**src/rtl/rggen_rtl_pkg.sv**
```systemverilog
// Shared types and helpers for the rggen control blocks.
package rggen_rtl_pkg;

    typedef enum logic [1:0] {
        IC_IDLE     = 2'd0,
        IC_COALESCE = 2'd1,
        IC_ASSERT   = 2'd2,
        IC_CLEAR    = 2'd3
    } rggen_interrupt_coalescer_state_e;

    // Counter width for values 0..v-1, never narrower than one bit.
    function automatic int clog2_min1(input int v);
        return ($clog2(v) < 1) ? 1 : $clog2(v);
    endfunction

endpackage

```
**src/rtl/rggen_popcount.sv**
```systemverilog
// Number of set bits in a vector, purely combinational.
module rggen_popcount #(
    parameter int WIDTH = 8
) (
    input  logic [WIDTH-1:0]           i_bits,
    output logic [$clog2(WIDTH+1)-1:0] o_count
);

    localparam int CW = $clog2(WIDTH + 1);

    // Ripple sum of every bit; WIDTH is small, so a plain adder chain is fine.
    always_comb begin
        o_count = '0;
        for (int i = 0; i < WIDTH; i++) begin
            o_count = o_count + CW'(i_bits[i]);
        end
    end

endmodule

```
**src/rtl/rggen_interrupt_coalescer.sv**
```systemverilog
// Coalesces rising rwc status bits into one level interrupt and, on
// acknowledge, optionally pulses the rwc fields' clear input.
//
// state       | meaning
// ------------+-----------------------------------------------------------
// IC_IDLE     | nothing pending; waits for any enabled status bit
// IC_COALESCE | gathering events until THRESHOLD or TIMEOUT is reached
// IC_ASSERT   | o_irq high, waiting for software acknowledge
// IC_CLEAR    | one-cycle o_clear pulse back into the rwc fields
module rggen_interrupt_coalescer
    import rggen_rtl_pkg::*;
#(
    parameter int WIDTH      = 8,
    parameter int THRESHOLD  = 4,
    parameter int TIMEOUT    = 16,
    parameter bit AUTO_CLEAR = 1'b1
) (
    input  logic             i_clk,
    input  logic             i_rst,
    input  logic [WIDTH-1:0] i_status,
    input  logic [WIDTH-1:0] i_enable,
    input  logic             i_ack,
    output logic             o_irq,
    output logic             o_clear
);

    localparam int CNT_W = $clog2(THRESHOLD + 1);
    localparam int TMR_W = clog2_min1(TIMEOUT);
    localparam int NEW_W = $clog2(WIDTH + 1);
    localparam int SUM_W = ((CNT_W > NEW_W) ? CNT_W : NEW_W) + 1;

    localparam logic [TMR_W-1:0] TMR_LAST = TMR_W'(TIMEOUT - 1);
    localparam logic [SUM_W-1:0] TH_SUM   = SUM_W'(THRESHOLD);
    localparam logic [CNT_W-1:0] CNT_MAX  = CNT_W'(THRESHOLD);

    rggen_interrupt_coalescer_state_e state_q, state_d;

    logic [WIDTH-1:0] masked;
    logic [WIDTH-1:0] masked_q;
    logic             active;
    logic [NEW_W-1:0] new_events;
    logic [SUM_W-1:0] new_sum;
    logic [SUM_W-1:0] acc_sum;
    logic [TMR_W-1:0] timer_q, timer_d;
    logic [CNT_W-1:0] count_q, count_d;
    logic             irq_q;
    logic             clear_q;

    assign masked  = i_status & i_enable;
    assign active  = |masked;
    assign new_sum = SUM_W'(new_events);
    assign acc_sum = SUM_W'(count_q) + new_sum;

    // A newly enabled, already-set bit also shows up as a rising edge here.
    rggen_popcount #(
        .WIDTH (WIDTH)
    ) u_popcount (
        .i_bits  (masked & ~masked_q),
        .o_count (new_events)
    );

    // Next state, coalescing timer and saturating event count.
    always_comb begin
        state_d = state_q;
        timer_d = timer_q;
        count_d = count_q;
        unique case (state_q)
            IC_IDLE: begin
                if (active) begin
                    timer_d = '0;
                    count_d = (new_sum >= TH_SUM) ? CNT_MAX : CNT_W'(new_events);
                    state_d = (new_sum >= TH_SUM) ? IC_ASSERT : IC_COALESCE;
                end
            end
            IC_COALESCE: begin
                timer_d = timer_q + TMR_W'(1);
                count_d = (acc_sum >= TH_SUM) ? CNT_MAX : CNT_W'(acc_sum);
                // Threshold/timeout take priority over software clearing everything.
                if ((acc_sum >= TH_SUM) || (timer_q == TMR_LAST)) begin
                    state_d = IC_ASSERT;
                end else if (!active) begin
                    state_d = IC_IDLE;
                end
            end
            IC_ASSERT: begin
                if (i_ack) begin
                    state_d = AUTO_CLEAR ? IC_CLEAR : IC_IDLE;
                end else if (!active) begin
                    state_d = IC_IDLE;
                end
            end
            IC_CLEAR: begin
                state_d = IC_IDLE;
            end
            default: begin
                state_d = IC_IDLE;
            end
        endcase
    end

    // State, history and registered outputs; reset wins in any state.
    always_ff @(posedge i_clk) begin
        if (i_rst) begin
            state_q  <= IC_IDLE;
            timer_q  <= '0;
            count_q  <= '0;
            masked_q <= '0;
            irq_q    <= 1'b0;
            clear_q  <= 1'b0;
        end else begin
            state_q  <= state_d;
            timer_q  <= timer_d;
            count_q  <= count_d;
            masked_q <= masked;
            irq_q    <= (state_d == IC_ASSERT);
            clear_q  <= (state_d == IC_CLEAR);
        end
    end

    assign o_irq   = irq_q;
    assign o_clear = clear_q;

endmodule

```
**config.mk**
```make
export PLATFORM = sky130hd
export DESIGN_NAME = rggen_interrupt_coalescer
export DESIGN_NICKNAME = d
export VERILOG_FILES = /design/src/rtl/rggen_rtl_pkg.sv /design/src/rtl/rggen_popcount.sv /design/src/rtl/rggen_interrupt_coalescer.sv
export SDC_FILE = /design/constraint.sdc
export NUM_CORES = 1
export LEC_CHECK = 0
export ABC_AREA = 1
export CELL_PAD_IN_SITES_DETAIL_PLACEMENT = 0
export CELL_PAD_IN_SITES_GLOBAL_PLACEMENT = 2
export CORE_MARGIN = 1
export CORE_UTILIZATION = 31
export CTS_CLUSTER_SIZE = 28
export DETAILED_ROUTE_END_ITERATION = 7
export PLACE_DENSITY_LB_ADDON = 0.3
export SLEW_MARGIN = 15
export SYNTH_ARGS = -nofsm -noshare
export SYNTH_HDL_FRONTEND = slang
export SYNTH_SLANG_ARGS = --single-unit
```
**constraint.sdc**
```tcl
create_clock -name i_clk -period 14.4 [get_ports i_clk]
set_input_delay 4.32 -clock i_clk [delete_from_list [all_inputs] [get_ports i_clk]]
set_output_delay 4.32 -clock i_clk [all_outputs]
set_load 0.02 [all_outputs]
```
==> flow_summary.toml <==
[clocking]
hold_buffers = 0
clkLatencyLatePin_ns = 0.25
cts_sinks = 19
post_cts_resized = 0
cts_tree = "yes"
cts_buffer_depth = 2
htreeDepth = 1
post_cts_buffers = 0
cts_buffers = 3
root_buffer = "clkbuf_8"
clk_pin_slew_worst_paths_ns = 0.07

[timing]
final_hold_viol_count = 0
slew_headroom = 0.620
slew_viol_final = 0
period_minus_slack_ns = 8.33
skew_ns = 0.00260
setup_viol = 0
max_freq_mhz = 120
rsz0062_at_grt = "false"
tightest_slew_ns = 0.568
fin_setup_tns_ns = 0
period_share = 0.579

[grt]
grt_max_degree = 15
grt_usage = 0.139
grt_pass1_wl_um = 4370
grt.overflow.total = 0
grt_pass1_vias = 1065
grt_antenna_before_repair = 0

[critical_path]
worstSetupStartpoint = "i_enable[0]"
path_max_fanout = 4
critPathTopFamily = "adder cells"
cp_slowest_cell = "fa_1"
worstSetupEndpointType = "flop"
regToRegEndpoint = "state_q[0]$_SDFF_PP0_"
path_cells = "clkdlybuf4s50_1 > nand2_1 > nor2_1 > ha_1 > inv_1 > fa_1 > fa_1 > inv_1 > fa_1 > inv_1 > fa_1 > fa_1 > nand2_1 > nor3b_2 > nand3_2 > nor2_2 > nand2_1 > nand2_1 > nand2_1 > nor2_2"
cp-start-kind = "input port"
cpPeakStageDelay_ns = 0.54
reg2reg_depth = 18
arrival_ns = 8.52
cp.required_ns = 14.59
r2r_start = "masked_q[0]$_SDFF_PP0_"
rrSetupSlack_ns = 10.37
critPathKind = "input port to flop"
crit_buf_inv = 4

[place]
dp_hpwl_um = 2010
portBuffers = 20
gp_congestion = 0.779
dp_cells = 229
dpl-instance-area_um2 = 1420

[logic_synthesis]
synth_cell_types = 20
synth_area_leaders = "dfxtp_1 33%, nand2_1 14%, fa_1 8.6%"
yosysTopAreaCell = "dfxtp_1"
synth.avg_cell_area_um2 = 7.13
yosys_warnings = 0
syn_nets = 195
yosys.area.top_type_share = 0.325
mappedNetlistArea_um2 = 1170
ys_ff_latch = 19
synth_cells = 164
ys_seq_area_frac = 0.325

[power_and_ir_drop]
leakage_nw = 0.701
vdd_ir_drop_max_uv = 55.8
power_density_nw_per_um2 = 134
power_mw = 0.196

[job]
cap_viol_max_count = 0

[cells_and_area]
nets = 219
multi_input_area_um2 = 703
regArea_um2 = 380
drive_above_1_share = 0.112
stdcell_area_um2 = 1470
final_util = 0.424
areaGrowthSynthToFinish_pct = 25.6
final_cell_mix = "43 x nand2_1, 24 x nor2_1, 20 x inv_1, 20 x clkdlybuf4s50_1, 19 x dfxtp_1"
nFillCells = 394
num_antenna_cells = 0
fin_cells = 233
layout_commonest_cell = "nand2_1"

[route]
firstDrtPassIters = 4
wl_per_cell_um = 10.3
viasPerCell = 4.50
drt_first_iter_violations = 53
ant_nets = 0
num_vias = 1049
wl_um = 2400
drc_errors = 0

[run_status]
status = "complete, no violations"

[die]
die_x_um = 63.4
dieArea_um2 = 4020
core.rowCount = 21
start_util = 0.337
core_area_um2 = 3470
dieHeight_um = 63.4
pin_count = 21

[worst_hold_path]
hold_end = "timer_q[3]$_SDFFE_PP0P_"
min_from = "timer_q[3]$_SDFFE_PP0P_"
hp-class = "flop to flop"
hold_depth = 2
==> state kept, by name (all words and copies together), names as in the netlist <==
signal,flops
count_q,3
masked_q,8
o_clear,1
o_irq,1
state_q,2
timer_q,4
==> synthesized netlist by cell type <==
cell,number
nor2_4,2
nor3_1,1
dfxtp_1,19
ha_1,7
or2_2,5
nand3_1,10
nand4_1,3
nand2_1,43
nor2_1,24
nor3b_2,1
nor2_2,3
inv_1,20
a21oi_1,7
clkbuf_1,1
nand3_2,1
nand2_4,1
nand2_2,3
o21ai_0,6
inv_2,2
fa_1,5
==> layer usage <==
layer  track usage  part of all wire
met2         0.269              0.53
met4        0.0284            0.0075
met5             0                 0
met3        0.0435             0.038
met1         0.144              0.42
==> where the power goes <==
part	internal, mW	switching [mW]
sequential	0.0617	0.00705
clock	0.0197	0.0172
combinational	0.0378	0.0528
total	0.119	0.0771
==> metrics by stage <==
step	worst slack, ns	hold WS [ns]
6_report	6.07	0.494
5_1_grt	5.79	0.517
4_1_cts	6.05	0.496
3_5_place_dp	5.77	0.486
3_3_place_gp	5.84	0.466
2_1_floorplan	6.44	0.446
==> cell type report <==
class | count | share of cell area
tap | 46 | 0.0392
timing repair buffer | 20 | 0.136
clock buffer | 4 | 0.0307
multi-input combinational | 122 | 0.479
sequential | 19 | 0.259
inverter | 22 | 0.0562
==> cell families after synthesis <==
kind of cell	share of synthesized area
adder cells (fa/ha/maj)	0.160
AO/OA/AOI/OAI	0.0556
AND/OR/NAND/NOR	0.385
buffers and inverters	0.0738
flip-flops	0.325
==> worst reg2reg max path: stages, from the launching register on <==
cell     delay [ns]
dfxtp_1        0.31
nor2_1         0.05
ha_1           0.27
inv_1          0.05
fa_1           0.50
fa_1           0.54
inv_1          0.05
fa_1           0.45
inv_1          0.09
fa_1           0.46
fa_1           0.45
nand2_1        0.08
nor3b_2        0.20
nand3_2        0.14
nor2_2         0.09
nand2_1        0.07
nand2_1        0.06
nand2_1        0.05
nor2_2         0.06
==> worst max-delay path by stage <==
stage,cells after the start,endpoint
6_report,20,state_q[0]$_SDFF_PP0_
5_1_grt,18,count_q[1]$_SDFFE_PP0P_
4_1_cts,20,state_q[0]$_SDFF_PP0_
3_5_place_dp,20,state_q[0]$_SDFF_PP0_
3_3_place_gp,19,o_irq$_SDFF_PP0_
2_1_floorplan,19,state_q[0]$_SDFF_PP0_
No activity file was read; power rests on OpenSTA's default activity.
